**config.mk**
```make
export PLATFORM = sky130hd
export DESIGN_NAME = tt_input_debounce_flat
export DESIGN_NICKNAME = d
export VERILOG_FILES = /design/src/rtl/tt_io_pkg.sv /design/src/rtl/tt_input_debounce_if.sv /design/src/rtl/tt_debounce_bit.sv /design/src/rtl/tt_input_debounce.sv /design/src/flat_wrapper.sv
export SDC_FILE = /design/constraint.sdc
export NUM_CORES = 1
export LEC_CHECK = 0
export BUFFER_PORTS_ARGS = -buffer_cell sky130_fd_sc_hd__buf_2
export CAP_MARGIN = 20
export CORE_MARGIN = 3
export CORE_UTILIZATION = 45
export CTS_CLUSTER_DIAMETER = 200
export DETAILED_ROUTE_END_ITERATION = 7
export PLACE_DENSITY = 0.68
export SYNTH_ARGS = -nofsm -noshare
export SYNTH_HDL_FRONTEND = slang
export SYNTH_SLANG_ARGS = --single-unit
```
**constraint.sdc**
```tcl
create_clock -name clk -period 2 [get_ports clk]
set_input_delay 0.1 -clock clk [delete_from_list [all_inputs] [get_ports clk]]
set_output_delay 0.1 -clock clk [all_outputs]
set_load 0.02 [all_outputs]
```
**src/rtl/tt_io_pkg.sv**
```systemverilog
// tt_io_pkg: shared widths and default timing constants for the input conditioner.
package tt_io_pkg;
  localparam int TT_IO_WIDTH = 8;
  localparam int DEF_SYNC_STAGES = 2;
  localparam int DEF_PRESCALE = 1;
  localparam int DEF_STABLE_COUNT = 4;
  function automatic int cnt_width(input int n);
    return n > 1 ? $clog2(n) : 1;
  endfunction
endpackage

```
**src/rtl/tt_input_debounce_if.sv**
```systemverilog
// tt_input_debounce_if: raw inputs in, conditioned levels and edge pulses out.
interface tt_input_debounce_if import tt_io_pkg::*; #(parameter int WIDTH = TT_IO_WIDTH) ();
  logic ena;
  logic [WIDTH-1:0] ui_in;
  logic [WIDTH-1:0] clean;
  logic [WIDTH-1:0] rise;
  logic [WIDTH-1:0] fall;
  logic changed;
  modport master (output ena, ui_in, input clean, rise, fall, changed);
  modport slave (input ena, ui_in, output clean, rise, fall, changed);
endinterface

```
**src/rtl/tt_debounce_bit.sv**
```systemverilog
// tt_debounce_bit: synchroniser, stability counter and edge pulses for one input bit.
module tt_debounce_bit #(
  parameter int SYNC_STAGES = 2,
  parameter int STABLE_COUNT = 4
) (
  input  logic clk,
  input  logic rst_n,
  input  logic ena,
  input  logic strobe,
  input  logic d,
  output logic clean,
  output logic rise,
  output logic fall
);
  localparam int CW = $clog2(STABLE_COUNT + 1);
  logic [SYNC_STAGES-1:0] sync;
  logic [CW-1:0] c;
  logic s;
  logic accept;
  assign s = sync[SYNC_STAGES-1];
  // acceptance is checked before incrementing, so c never passes STABLE_COUNT-1
  assign accept = ena && strobe && (s != clean) && (c == CW'(STABLE_COUNT - 1));
  always_ff @(posedge clk or negedge rst_n) begin
    if (!rst_n) begin
      sync  <= '0;
      c     <= '0;
      clean <= 1'b0;
      rise  <= 1'b0;
      fall  <= 1'b0;
    end else begin
      sync  <= {sync[SYNC_STAGES-2:0], d};
      rise  <= accept && s;
      fall  <= accept && !s;
      clean <= accept ? s : clean;
      c     <= (!ena || s == clean || accept) ? '0 : strobe ? c + 1'b1 : c;
    end
  end
endmodule

```
**src/rtl/tt_input_debounce.sv**
```systemverilog
// tt_input_debounce: per-bit debouncers sharing one sample prescaler and an enable gate.
module tt_input_debounce import tt_io_pkg::*; #(
  parameter int WIDTH = TT_IO_WIDTH,
  parameter int SYNC_STAGES = DEF_SYNC_STAGES,
  parameter int PRESCALE = DEF_PRESCALE,
  parameter int STABLE_COUNT = DEF_STABLE_COUNT
) (
  input logic clk,
  input logic rst_n,
  tt_input_debounce_if.slave io
);
  localparam int PW = cnt_width(PRESCALE);
  logic [PW-1:0] pcnt;
  logic strobe;
  logic [WIDTH-1:0] clean_v, rise_v, fall_v;
  // prescaler parks at 0 while disabled so the first enabled cycle strobes
  assign strobe = io.ena && pcnt == '0;
  always_ff @(posedge clk or negedge rst_n) begin
    if (!rst_n) pcnt <= '0;
    else pcnt <= (!io.ena || pcnt == PW'(PRESCALE - 1)) ? '0 : pcnt + 1'b1;
  end
  for (genvar i = 0; i < WIDTH; i++) begin : g_bit
    tt_debounce_bit #(.SYNC_STAGES(SYNC_STAGES), .STABLE_COUNT(STABLE_COUNT)) u_bit (
      .clk(clk),
      .rst_n(rst_n),
      .ena(io.ena),
      .strobe(strobe),
      .d(io.ui_in[i]),
      .clean(clean_v[i]),
      .rise(rise_v[i]),
      .fall(fall_v[i])
    );
  end
  assign io.clean = clean_v;
  assign io.rise = rise_v;
  assign io.fall = fall_v;
  assign io.changed = |(rise_v | fall_v);
endmodule

```
**src/flat_wrapper.sv**
```systemverilog
// flat-port wrapper written by rule: the top's interface ports become plain ports
module tt_input_debounce_flat import tt_io_pkg::*;
#(
  parameter int WIDTH = TT_IO_WIDTH,
  parameter int SYNC_STAGES = DEF_SYNC_STAGES,
  parameter int PRESCALE = DEF_PRESCALE,
  parameter int STABLE_COUNT = DEF_STABLE_COUNT
)
  (clk, rst_n, io_ena, io_ui_in, io_clean, io_rise, io_fall, io_changed);
  tt_input_debounce_if #(.WIDTH(WIDTH)) io_i ();
  input logic clk;
  input logic rst_n;
  input wire logic [$bits(io_i.ena)-1:0] io_ena;
  input wire logic [$bits(io_i.ui_in)-1:0] io_ui_in;
  output wire logic [$bits(io_i.clean)-1:0] io_clean;
  output wire logic [$bits(io_i.rise)-1:0] io_rise;
  output wire logic [$bits(io_i.fall)-1:0] io_fall;
  output wire logic [$bits(io_i.changed)-1:0] io_changed;
  assign io_i.ena = io_ena;
  assign io_i.ui_in = io_ui_in;
  assign io_clean = io_i.clean;
  assign io_rise = io_i.rise;
  assign io_fall = io_i.fall;
  assign io_changed = io_i.changed;
  tt_input_debounce #(.WIDTH(WIDTH), .SYNC_STAGES(SYNC_STAGES), .PRESCALE(PRESCALE), .STABLE_COUNT(STABLE_COUNT)) u_core (.clk(clk), .rst_n(rst_n), .io(io_i));
endmodule
```
## Yosys cells after proc, flatten, opt, wreduce, memory -nomap -nowiden

Index checks and enable logic that the tools add are counted.

- Flip-flop bits (word level): 65
- Output and inout bits: 25
- Logic and storage cells: 162

- Add/subtract/negate cells: 9
- Equality and inequality tests: 24
- Mux-type cells: 17
- Bitwise logic cells: 2
- Reduce and logical (&&, ||, !) cells: 69

Operators with widths:

| cell | count |
|---|---|
| 3-bit 2-to-1 mux | 16 |
| 1-bit logical AND | 34 |
| 3-bit by 1-bit adder with 3-bit output, second input constant | 8 |
| 3-bit by 2-bit == test with 1-bit output, second input constant | 8 |
| 1-bit logical OR | 17 |
| 2-bit nonzero test | 8 |
| 1-bit logical NOT | 9 |
| 1-bit == test | 8 |
| 1-bit inequality test | 8 |
| 8-bit OR | 1 |
| 8-bit OR reduction | 1 |
| 1-bit adder, second input constant | 1 |
| 1-bit 2-to-1 mux | 1 |
| 1-bit NOT | 1 |

## Longest topological paths before layout

- Word-level depth: 7
- Mapped depth: 5

## Cells and area by module

A second synthesis with hierarchy kept.

- Cell total of the unflattened synthesis: 224
- Area, all modules: 2,839.0 um2

Modules (own cells, without submodules):

| module | instances | cells each | area an instance (um2) |
|---|---|---|---|
| tt_debounce_bit | 8 | 27 | 346.6 |
| tt_input_debounce | 1 | 8 | 66.3 |

## Worst setup path before layout

No wires, ideal clock.

- Path type: reg-to-reg
- Start point: register u_core.g_bit[4].u_bit.c[0]
- End point: register u_core.g_bit[4].u_bit.c[2]
- Arrival time: 1.351 ns
- Path slack: 0.555 ns
- Cell stages (with the launch flop): 5
- Path buffers: 0
- Clock period less this slack: 1.445 ns
- Cell sequence: dfrtp_1 -> ha_1 -> ha_1 -> or3_1 -> a211oi_1

- Longest elaborated chain between the ends: 4
- Elaborated cells on any way between the ends: 7

RTL lines:

| what | line | text |
|---|---|---|
| start, declared | tt_debounce_bit.sv:17 | `logic [CW-1:0] c;` |
| start signal, assigned | tt_debounce_bit.sv:35 | `c <= (!ena \|\| s == clean \|\| accept) ? '0 : strobe ? c + 1'b1 : c;` |
| parallel branches: the longest is 4 deep, another holds 3-bit by 1-bit adder with 3-bit output | - |  |

Parallel ways; which one is timed is not known. The select of a mux whose other input is x is not followed.
A chain may end at the register's enable or synchronous reset.

## Final worst setup path

- Start point: register u_core.g_bit[0].u_bit.fall
- End point: output port io_changed

- Longest elaborated chain between the ends: 2

RTL lines:

| what | line | text |
|---|---|---|
| start, declared | tt_debounce_bit.sv:13 | `output logic fall` |
| start signal, assigned | tt_debounce_bit.sv:33 | `fall <= accept && !s;` |
| 8-bit OR | tt_input_debounce.sv:37 | `assign io.changed = \|(rise_v \| fall_v);` |
| 8-bit OR reduction | tt_input_debounce.sv:37 |  |
| end, declared | flat_wrapper.sv:18 | `output wire logic [$bits(io_i.changed)-1:0] io_changed;` |

No other way between the ends.

==> summary.md <==
| Metric | Value |
|---|---|
| Outcome | finished clean |
| TNS Setup | 0 ns |
| Slew Limit Fails | 0 |
| DRC viols | 0 |
| CP startpoint kind | register |
| I/O pin cnt | 36 |
| Period minus WS final | 1.764 ns |
| Met3 usage | around 4.8% |
| Total Routing Usage GR | approximately 15% |
| Row count | 28 |
| Crit path arrival time | 1.66 ns |
| Buffer and inverter count on the worst path | 1 |
| Worst Path Required | about 1.9 ns |
| Initial core utilization | 47.99% |
| CP Max Fanout | 2 |
| Clk sinks | 65 |
| Core area | 6096 µm² |
| Routability cong. | between 0.7 and 0.8 |
| Setup Viol. Count Final | 0 |
| RSZ-0062 raised after global routing | no |
| Leak | 1.525 nW |
| CP max stage delay | approximately 0.60 ns |
| Family with the most delay on the worst path | simple AND/OR/NAND/NOR gates |
| Critical path capture point type | output pin |
| Share of the synthesized area in the top cell type | between 50% and 60% |
| Worst skew pair latency | 0.34 ns |
| Initial DRC Count | 54 |
| Net Sw Power | 0.6397 mW |
| Post-synthesis register bit count | 65 |
| Synth unique cells | 20 |
| Via count | around 1800 |
| Ys Warns | 0 |
| Chip Width | 86.63 µm |
| Setup CP Type | reg2out |
| P_int | 2.115 mW |
| Final Hold Fails | 0 |
| Maximum vdd drop | 0.0009457 V |
| Post-DP HPWL | approximately 3.2 mm |
| Sequential Power Share | 49.6% |
| Switching share of total power | 23.22% |
| Clock share of power | 45.4% |
| Largest net degree at the start of global routing | 29 |
| Pre-Repair DR Iteration Count | 4 |
| CTS root buf | clkbuf_8 |
| Sequential share of the synthesized area | between 50 and 60% |
| Vias in the first global route | 1840 |
| IO buf count | 35 |
| Synth Area per Inst | about 12 µm² |
| Power Dens Cells | around 830 nW/µm² |
| Final Skew | slightly below 0.008 ns |
| Overall power | around 2.8 mW |
| Met2 Resource Use GR | 22.25% |
| Vias per inst | just over 5 |
| Mapped Cells | approximately 240 |
| Busiest layer in global routing | met2 |
| Slew @ Worst Pin | just over 0.8 ns |
| Full die area | 7504 µm² |
| CTS buffer count | 9 |
| Max-cap violations | 0 |
| DR WL/cell | between 10 and 15 µm |
| Layout cells sized above 1 | 23.90% |
| Fmax | ~0.57 GHz |
| Syn nets | 268 |
| Layout Area Growth over Synthesis | 12.87% |
| Total Wirelength | 4.739 mm |
| Clk pin slew, worst setup/hold paths | 0.08 ns |
| Clk buf depth | 2 |
| GR Overflow Total | 0 |
| First-pass GRT wire length | 8.376 mm |
| DRT antenna net count | 0 |
| Initial antenna violation count | 0 |
| Slowest-stage cell, CP | nor4_1 |
| Die H | 86.63 µm |
| H-tree depth | 3 |
| CP cell instances | nor4_1 -> nand4_1 -> buf_2 |
| ANT cells | 0 |
| HP Class | in2reg |
| Fin cells | 347 |
| CTS tree | done |
| Post-CTS resize count | 0 |
| Combinational share of power | 5.0% |
| Post-route clock period utilization | 88.20% |
| Placed insts | approximately 320 |
| Reg2Reg Setup Slack | approximately 0.42 ns |
| Largest cells by area after synthesis | dfrtp_1, ha_1, buf_4 |
| Post-Syn Area | around 2900 µm² |
| Yosys top cell by area | dfrtp_1 |
| Met1 GRT Util | approximately 19% |
| Nets | 294 |
| Relative slew slack | 45.85% |
[through the flow]
stage	cell area, µm²	hold WS (ns)	util, %	setup slack, ns
floorplan	2925	-0.1956	-	0.5545
global route	3302	0.1958	54.17	0.1395
detailed placement	2985	0.1077	48.97	0.4240
CTS	3302	0.1843	54.17	0.2374
global placement	2985	0.1068	48.97	0.4903
finish	3302	0.1897	54.17	0.2360
[power by group through the flow]
stage | Combinational [mW] | Sequential, mW | Clock [mW]
floorplan | 0.0816 | 1.39 | 0
global placement | 0.126 | 1.39 | 0
detailed placement | 0.128 | 1.39 | 0
CTS | 0.142 | 1.37 | 1.28
global route | 0.156 | 1.37 | 1.36
finish | 0.138 | 1.37 | 1.25
[final timing paths]
check	from	to	cells past startpoint
worst min-delay path	io_ena	u_core.g_bit[3].u_bit.rise	3
max in group asynchronous	rst_n	u_core.g_bit[5].u_bit.c[0]	3
min in group asynchronous	rst_n	u_core.g_bit[6].u_bit.rise	2
worst min register to register	u_core.g_bit[2].u_bit.sync[0]	u_core.g_bit[2].u_bit.sync[1]	0
worst max register to register	u_core.g_bit[2].u_bit.c[0]	u_core.g_bit[2].u_bit.c[1]	4
worst max-delay path	u_core.g_bit[0].u_bit.fall	io_changed	3
[state kept, by name, summed over array words and instances (netlist names)]
signal and cells:
u_core.g_bit.u_bit.c 24, u_core.g_bit.u_bit.sync 16, u_core.g_bit.u_bit.clean 8, u_core.g_bit.u_bit.fall 8, u_core.g_bit.u_bit.rise 8, u_core.pcnt 1
[placed cells by master, fill, tap and decap left out, types with 2 or more instances in the layout]
cell,n
ha_1,16
nor4_1,4
or3_1,16
clkinv_4,2
nor3b_1,16
dlygate4sd3_1,9
clkbuf_8,9
buf_2,35
inv_1,9
inv_6,2
buf_4,4
or3b_1,8
mux2_2,8
a211oi_2,2
nand2_1,24
nand3b_1,8
dfrtp_1,65
xnor2_1,8
bufinv_16,2
a211oi_1,22
[synth_stat cells]
library cell / count
dfrtp_1: 65
buf_4: 26
nand2_1: 24
a211oi_1: 22
ha_1: 16
nor3b_1: 16
or3_1: 16
inv_1: 9
mux2_2: 8
nand3b_1: 8
or3b_1: 8
xnor2_1: 8
nor4_1: 4
a211oi_2: 2
buf_1: 2
buf_2: 2
buf_6: 2
clkbuf_1: 1
conb_1: 1
nand4_1: 1
[cells by family after synthesis]
kind of cell             count (synthesis)  synth area share, %
buffers and inverters                   42                9.324
AND/OR/NAND/NOR                         77                16.13
other                                    1               0.1282
XOR/XNOR                                 8                2.395
multiplexers                             8                3.080
flip-flops                              65                55.60
AO/OA/AOI/OAI                           24                6.501
adder cells (fa/ha/maj)                 16                6.843
[final cells by class]
class / instances / area (µm²)
fillers: 532 / 2794
flip-flops and latches: 65 / 1627
multi-input cells: 134 / 1026
repair buffers: 48 / 295.3
clock buffers: 9 / 123.9
clock inverters: 7 / 102.6
well taps: 75 / 93.84
inverters: 9 / 33.78
[layer usage]
layer  vias up  wire length, µm
met2        39             2092
met5         -                0
met4         0               72
met1       831             2354
met3         8              220
li1        885                -
[worst min-delay path, cell delays in order]
cell and delay, ns:
buf_2 0.17, nand3b_1 0.15, nor3b_1 0.07
[repair_timing]
action / 4_1_cts / 5_1_grt
setup buffers: 0 / 0
hold endpoints to repair: 30 / 0
hold buffers: 9 / 0
endpoints found under the setup margin: 0 / 0
No activity file was read; power rests on OpenSTA's default activity.
